### config.mk
export PLATFORM = sky130hd
export DESIGN_NAME = instr_addr_sequencer
export DESIGN_NICKNAME = d
export VERILOG_FILES = /design/src/rtl/matrix_engine_pkg.sv /design/src/rtl/seq_stride_adder.sv /design/src/rtl/instr_addr_sequencer.sv
export SDC_FILE = /design/constraint.sdc
export NUM_CORES = 1
export LEC_CHECK = 0
export ABC_AREA = 1
export CORE_MARGIN = 4
export CORE_UTILIZATION = 40
export DETAILED_ROUTE_END_ITERATION = 7
export DONT_BUFFER_PORTS = 1
export SYNTH_ARGS = -nofsm -noshare
export SYNTH_HDL_FRONTEND = slang
export SYNTH_SLANG_ARGS = --single-unit
### constraint.sdc
create_clock -name clk -period 3.9 [get_ports clk]
set_clock_uncertainty 0.15 [all_clocks]
set_input_delay 0.78 -clock clk [delete_from_list [all_inputs] [get_ports clk]]
set_output_delay 0.78 -clock clk [all_outputs]
set_load 0.005 [all_outputs]
### src/rtl/matrix_engine_pkg.sv
// Shared types and helpers for the matrix-engine address generators.
package matrix_engine_pkg;

  localparam int unsigned SEQ_WIDTH  = 8;
  localparam int unsigned SEQ_LOOP_W = 4;
  localparam int unsigned SEQ_MAX_W  = 32;

  typedef enum logic [1:0] {
    IDLE = 2'd0,
    RUN  = 2'd1,
    DONE = 2'd2
  } seq_state_t;

  // Zero-extended add; bit SEQ_MAX_W (and any bit above the caller's width)
  // carries the overflow out of the caller's narrower operands.
  function automatic logic [SEQ_MAX_W:0] sum_with_carry(
    input logic [SEQ_MAX_W-1:0] a,
    input logic [SEQ_MAX_W-1:0] b
  );
    return {1'b0, a} + {1'b0, b};
  endfunction

endpackage

### src/rtl/seq_stride_adder.sv
// Stride adder: next = addr + step, with overflow set when the sum carries
// out of WIDTH bits or lands beyond limit.
module seq_stride_adder
  import matrix_engine_pkg::*;
#(
  parameter int unsigned WIDTH = SEQ_WIDTH
) (
  input  logic [WIDTH-1:0] addr,
  input  logic [WIDTH-1:0] step,
  input  logic [WIDTH-1:0] limit,
  output logic [WIDTH-1:0] next,
  output logic             overflow
);

  logic [SEQ_MAX_W:0] sum;

  // Widened add and window compare.
  always_comb begin
    sum      = sum_with_carry(SEQ_MAX_W'(addr), SEQ_MAX_W'(step));
    next     = sum[WIDTH-1:0];
    overflow = (|sum[SEQ_MAX_W:WIDTH]) || (sum[WIDTH-1:0] > limit);
  end

endmodule

### src/rtl/instr_addr_sequencer.sv
// Instruction-address sequencer: walks [base, limit] in strides of step and
// offers each address over a valid/ready handshake.
// Optional macro SEQ_LOOP_EN: adds repeat_cnt and repeats the pass
// repeat_cnt+1 times, pulsing wrapped at each restart.
module instr_addr_sequencer
  import matrix_engine_pkg::*;
#(
  parameter int unsigned WIDTH  = SEQ_WIDTH,
  parameter int unsigned LOOP_W = SEQ_LOOP_W
) (
  input  logic              clk,
  input  logic              reset,
  input  logic              start,
  input  logic [WIDTH-1:0]  base,
  input  logic [WIDTH-1:0]  limit,
  input  logic [WIDTH-1:0]  step,
  input  logic              jump_valid,
  input  logic [WIDTH-1:0]  jump_addr,
`ifdef SEQ_LOOP_EN
  input  logic [LOOP_W-1:0] repeat_cnt,
`endif
  output logic [WIDTH-1:0]  addr_out,
  output logic              addr_valid,
  input  logic              addr_ready,
  output logic              busy,
  output logic              done,
  output logic              wrapped,
  output logic              err
);

  seq_state_t        state;
  logic [WIDTH-1:0]  base_r;
  logic [WIDTH-1:0]  limit_r;
  logic [WIDTH-1:0]  step_r;
  logic [LOOP_W-1:0] loop_cnt;
  logic [LOOP_W-1:0] rep_in;
  logic [WIDTH-1:0]  next_addr;
  logic              end_of_pass;
  logic              jump_in_win;

  // Without the loop feature the repeat count is held at zero, so the
  // wrap branch below is never taken and wrapped stays low.
`ifdef SEQ_LOOP_EN
  assign rep_in = repeat_cnt;
`else
  assign rep_in = '0;
`endif

  seq_stride_adder #(.WIDTH(WIDTH)) u_adder (
    .addr     (addr_out),
    .step     (step_r),
    .limit    (limit_r),
    .next     (next_addr),
    .overflow (end_of_pass)
  );

  // Jump target must lie inside the captured window.
  always_comb begin
    jump_in_win = (jump_addr >= base_r) && (jump_addr <= limit_r);
  end

  // Control FSM with registered outputs.
  always_ff @(posedge clk or negedge reset) begin
    if (!reset) begin
      state      <= IDLE;
      base_r     <= '0;
      limit_r    <= '0;
      step_r     <= '0;
      loop_cnt   <= '0;
      addr_out   <= '0;
      addr_valid <= 1'b0;
      busy       <= 1'b0;
      done       <= 1'b0;
      wrapped    <= 1'b0;
      err        <= 1'b0;
    end else begin
      done    <= 1'b0;
      wrapped <= 1'b0;
      case (state)
        IDLE: begin
          if (start) begin
            if (base <= limit) begin
              base_r     <= base;
              limit_r    <= limit;
              step_r     <= (step == '0) ? WIDTH'(1) : step;
              loop_cnt   <= rep_in;
              addr_out   <= base;
              err        <= 1'b0;
              addr_valid <= 1'b1;
              busy       <= 1'b1;
              state      <= RUN;
            end else begin
              err <= 1'b1;
            end
          end
        end
        RUN: begin
          // An in-window jump overrides both increment and end-of-pass.
          if (jump_valid && jump_in_win) begin
            addr_out <= jump_addr;
          end else begin
            if (jump_valid) err <= 1'b1;
            if (addr_ready) begin
              if (!end_of_pass) begin
                addr_out <= next_addr;
              end else if (loop_cnt != '0) begin
                addr_out <= base_r;
                loop_cnt <= loop_cnt - LOOP_W'(1);
                wrapped  <= 1'b1;
              end else begin
                addr_valid <= 1'b0;
                busy       <= 1'b0;
                done       <= 1'b1;
                state      <= DONE;
              end
            end
          end
        end
        DONE: state <= IDLE;
        default: state <= IDLE;
      endcase
    end
  end

endmodule

==> impl_metrics.ini <==
[detailed_routing]
wl_met3_um = 346
routed_via_density = 5.101
top_layer = met4
drt_first_pass_iters = 4
route.vias.total = 2836
wl_met2_um = 3907
wirelength_met1_um = 3788
drt_wl_total_um = 8188
wl_per_cell_um = 14.73
drc = 0
antenna_left = 0
drt_iter0_drc = 181

[grt]
grt_overflow = 0
grt_pass1_wl_um = 13960
grt_usage_pct = 17.90
grt_pass1_vias = 2735
antenna_found_initial = 0
grt_max_degree = 43

[placed_design]
pre_cts_ws_ns = 0.6763
gp_congestion = 0.9163
port_buffers = 0
placed_cells = 548
dp_hpwl_um = 6736

[logic_synthesis]
synthFlopType = dfrtp_1
netlist_instances = 453
ys_seq_area_share_pct = 32.07
syn_area_um2 = 3277
synth_cell_type_count = 35
synth.largest_area_cell = dfrtp_1
ys_warn_count = 0
ys_top_cells_by_area = dfrtp_1, nand2_1, ha_1, inv_1, nand3_1
synthesis.nets = 533
synth_edf_count = 0
synth_top_area_share_pct = 32.07
avgSynthCellArea_um2 = 7.234
ys_seq_elements = 42
async_flop_share_pct = 100.0

[timing]
timing.fmax_mhz = 307.8
hold_slack_ns = 0.02145
layout_min_cycle_time_ns = 3.248
post-route-period-util_pct = 83.29
setup_viol = 0
tns_ns = 0
relSlewSlack_pct = 61.52
rsz0062_at_grt = false
postLayoutSetupSlackWorst_ns = 0.6515
tightest_slew_ns = 0.5765
finalHoldViolCount = 0
report.final.slew_viol_count = 0

[setup_path]
crit_path_start = addr_out[0]
path_max_fanout = 10
critPathTopFamily = simple AND/OR/NAND/NOR gates
slowest_stage = dfrtp_1
critPathKind = register to register
crit_required_ns = 3.94
crit_path_max_incr_delay_ns = 0.43
cp_cell_sequence = ha_1 > fa_1 > nand4_1 > nand3_1 > nand2_1 > nand2_1 > ha_1 > nand2_1 > nor2_1 > nand2_1 > nand2_1 > nand2_2 > nand2_4 > nand2_2 > o21ai_1 > nand2_2 > nand2_4 > clkinv_4 > nand2_1 > nand2_1
timing.rr.start = addr_out[0]
end_kind = register
critPathLaunchType = register
critPathArrivalTime_ns = 3.29
worst-path-buf-inv = 1
cp_common_cell = nand2_1

[finish]
syn_to_final_growth_pct = 5.842
drive_gt1_share_pct = 6.608
finalNetCount = 533
utilization_pct = 44.20
final_cell_mix = nand2_1, inv_1, ha_1, dfrtp_1, nand3_1
fin_cells = 556
final_common_cell = nand2_1
diodes = 0

[die]
io_pins = 50
rows = 32
initial_utilization_pct = 41.76
die_x_um = 98.51
die_y_um = 98.51
fp.dieArea_um2 = 9704
design.core.area_um2 = 7848

[clock_network]
cts_buffer_depth = 2
cts.sinks = 42
post_cts_buffers = 0
ctsResizeCount = 0
cts_tree = yes
clk_latency_ns = 0.29
cts_root_buf = clkbuf_8
holdBufCountCts = 0
cts_buffers = 5
clkSlewWorstSetupHoldPaths_ns = 0.08
h-tree-depth = 2

[power]
clkPwrFrac_pct = 8.1
peakVddDrop_mv = 0.4085
p_switching_uw = 1916
pwr-share-seq_pct = 22.9
p_sw_share_pct = 53.50
leakagePower_uw = 0.001978
intPower_uw = 1665
power_density_nw_per_um2 = 1032
combinationalPowerShare_pct = 69.1

[run_status]
status = finished clean

[run]
maxCapViolCount = 0

[worst_hold_path]
min_path_type = primary input to async pin
==> kinds of logic (layout without fill, tap and decap cells) <==
| family | after synthesis | after routing | share of synthesized area (%) |
|---|---|---|---|
| and+or+nand+nor | 235 | 235 | 30.81 |
| xor gates and xnor gates | 4 | 4 | 1.069 |
| adders and majority gates | 43 | 43 | 16.65 |
| DFF | 42 | 42 | 32.07 |
| muxes | 5 | 5 | 1.718 |
| buffers and inverters | 78 | 79 | 9.240 |
| AOI/OAI and AO/OA | 46 | 46 | 8.438 |
==> Yosys cell counts, drive strengths merged (2+ instances only) <==
library cell,count
o21ai,16
nand4,8
nor3,3
nand3,36
clkbuf,5
buf,3
a21o,2
xor2,3
a21oi,24
nand2,158
nor2,28
ha,42
o21a,2
dfrtp,42
inv,69
mux2,5
==> area by class of cell <==
cell class	instances	area [um2]
fillers	840	4379
inverters	70	267.8
well taps	102	127.6
multi-input cells	333	1923
repair buffers	1	7.507
clock buffers	7	86.33
clock inverters	1	5.005
flip-flops and latches	42	1051
==> through the flow <==
step,area (um2),power (uW)
floorplan,3277,2717
global placement,3377,3220
detailed placement,3377,3289
CTS,3468,3591
global route,3468,4038
finish,3468,3580
==> sequential cells by signal, indices dropped and copies added, names as in the netlist <==
name	flops
limit_r	8
loop_cnt	4
base_r	8
done	1
state	2
step_r	8
wrapped	1
busy	1
addr_out	8
err	1
==> routing by layer <==
layer,global-route usage [%],vias to the layer above
li1,-,1443
met1,24.57,1317
met2,29.17,65
met3,2.902,11
met4,5.147,0
met5,0,-
==> path summary, 6_finish.rpt <==
kind / slack, ns / depth (start not counted) / endpoint
setup / recovery: 0.65 / 20 / addr_out[0]
hold reg to reg: 0.35 / 2 / step_r[7]
min in group clk: 0.35 / 2 / step_r[7]
hold / removal: 0.02 / 0 / busy
max in group asynchronous: 3.48 / 0 / loop_cnt[2]
setup reg to reg: 0.65 / 20 / addr_out[0]
==> power groups by stage <==
stage	clock network, uW	logic, uW	registers [uW]
after global routing	324	2870	847
after detailed placement	0	2460	831
after CTS	298	2470	824
after global placement	0	2390	827
after floorplan	0	1960	757
final	288	2470	818
Power figures use the tool's default switching activity.
==> RTL change, RTL diff (same settings) <==
Change the package constant `SEQ_WIDTH` from 8 to 9.
--- a/src/rtl/matrix_engine_pkg.sv
+++ b/src/rtl/matrix_engine_pkg.sv
@@ -1,7 +1,7 @@
 // Shared types and helpers for the matrix-engine address generators.
 package matrix_engine_pkg;
 
-  localparam int unsigned SEQ_WIDTH  = 8;
+  localparam int unsigned SEQ_WIDTH  = 9;
   localparam int unsigned SEQ_LOOP_W = 4;
   localparam int unsigned SEQ_MAX_W  = 32;
 
Ports: changed (5 resized); port bits go from 50 to 55. The function was not compared with the original's and may differ.
==> RTL change against the original RTL <==
Worst setup slack worse by 0.30 ns; synthesized area up 16%; wire length up 20%; utilization down 0.69 points; first-iteration DRC count up 12%; highest routed layer unchanged; design area up 16%; sequential cell count up 4.
Power is left out: the tool's default activity adds up to more than one toggle a clock period on the data nets, which glitch-free logic cannot reach.
==> RTL change: results (changes against the original RTL) <==
- Compound-Gate Fraction of Synth Area: 7.97% (-0.47 points)
- Gr usage total: 18.1% (+0.24 points)
- Reg2reg setup slack: 0.36 ns (-0.30 ns)
- Detail Placement HPWL: 8070 um (+20%)
- Synth top area cells: dfrtp_1 (30%), ha_1 (15%), nand2_1 (13%)
- Final nets: 620 (+16%)
- First-pass GRT wire length: 16200 um (+16%)
- Share of cells above drive strength 1: 7.72% (+1.1 points)
- GP Congestion: 0.859 (-6.2%)
- Mux cell area share after synthesis: 2.36% (+0.64 points)
- Initial antenna violation count: 0 (unchanged)
- Clock Path Buffers: 2 (unchanged)
- Vias in the first global route: 3224 (+18%)
- Clk_lat worst skew: roughly 0.3 ns
- Total number of vias: 3275 (+15%)
- Placed cell areas: 3900 um^2 (+15%)
- # fillers: 993 (+18%)
- Worst-margin pin slew: 0.675 ns (+0.0981 ns)
- Clk root buf: clkbuf_8
- Crit path DAT: 3.59 ns (+0.30 ns)
- Post-Synth Adder-Cell Area: 15.9% (-0.71 points)
- Sequential share of the synthesized area: 30.2% (-1.9 points)
- Outcome: completed
- Hold WS: 0.0279 ns (+0.00642 ns)
- H-tree level count: 2 (unchanged)
- Clock slew at reported path FFs: 0.08 ns (about the same)
- Synth Area in XOR/XNOR: 0.918% (-0.15 points)
- Pin count of the biggest net entering global routing: 48 (+12%)
- Drt total wl: 9860 um (+20%)
- Critical path peak fanout: 18 (+8)
- Tightest Hold Check Type: primary input to async pin
- 1st-iter DRT viols: 202 (+12%)
- Yosys cell types: 38 (+8.6%)
- FF-to-FF path depth: 21 (+5.0%)
- Synth top cells by count: nand2_1 (136), nor2_1 (80), inv_1 (73)
## RTL change: how the worst max path moves through the flow
stage,start,to,slack [ns]
2_1_floorplan,addr_out[0]$_DFFE_PN0P_,addr_out[1]$_DFFE_PN0P_,0.79
3_3_place_gp,addr_out[0]$_DFFE_PN0P_,addr_out[0]$_DFFE_PN0P_,0.36
3_5_place_dp,addr_out[0]$_DFFE_PN0P_,addr_out[4]$_DFFE_PN0P_,0.37
4_1_cts,addr_out[0]$_DFFE_PN0P_,addr_out[4]$_DFFE_PN0P_,0.35
5_1_grt,addr_out[0]$_DFFE_PN0P_,addr_out[8]$_DFFE_PN0P_,0.01
6_report,addr_out[0]$_DFFE_PN0P_,addr_out[0]$_DFFE_PN0P_,0.36
## RTL change: cell type report
class | instances | area (um^2) | share of cell area (%)
clock inverters | 1 | 30.0 | 0.743
repair buffers | 3 | 37.5 | 0.929
well taps | 129 | 161 | 4.00
flip-flops and latches | 46 | 1150 | 28.5
clock buffers | 6 | 82.6 | 2.04
multi-input cells | 401 | 2300 | 56.9
inverters | 74 | 278 | 6.88
## RTL change: kinds of logic (layout without fill, tap and decap cells)
family / after synthesis / after routing
mux: 8 / 8
buf+inv: 86 / 84
flops: 46 / 46
simple gates: 284 / 284
fa+ha+maj: 48 / 48
compound gates: 57 / 57
xor+xnor: 4 / 4
## RTL change: timing repair
item                       in CTS  in global routing
setup buffers                   0                  0
hold endpoints to repair        0                 24
hold buffers                    0                  2
resized for setup               0                  0
setup endpoints to repair       0                  0
## RTL change: through the flow
step | std cells | setup slack [ns]
after CTS | 658 | 0.355
after floorplan | 533 | 0.786
after global placement | 651 | 0.361
after global routing | 660 | 0.0135
after detailed placement | 651 | 0.368
final | 660 | 0.356
## RTL change: metal layers
layer | global-route usage [%] | vias up | part of all wire (%)
met4 | 5.09 | 0 | 1.9
met3 | 2.76 | 12 | 4.3
li1 | - | 1702 | -
met5 | 0 | - | 0
met2 | 31.0 | 67 | 49
met1 | 23.8 | 1494 | 45
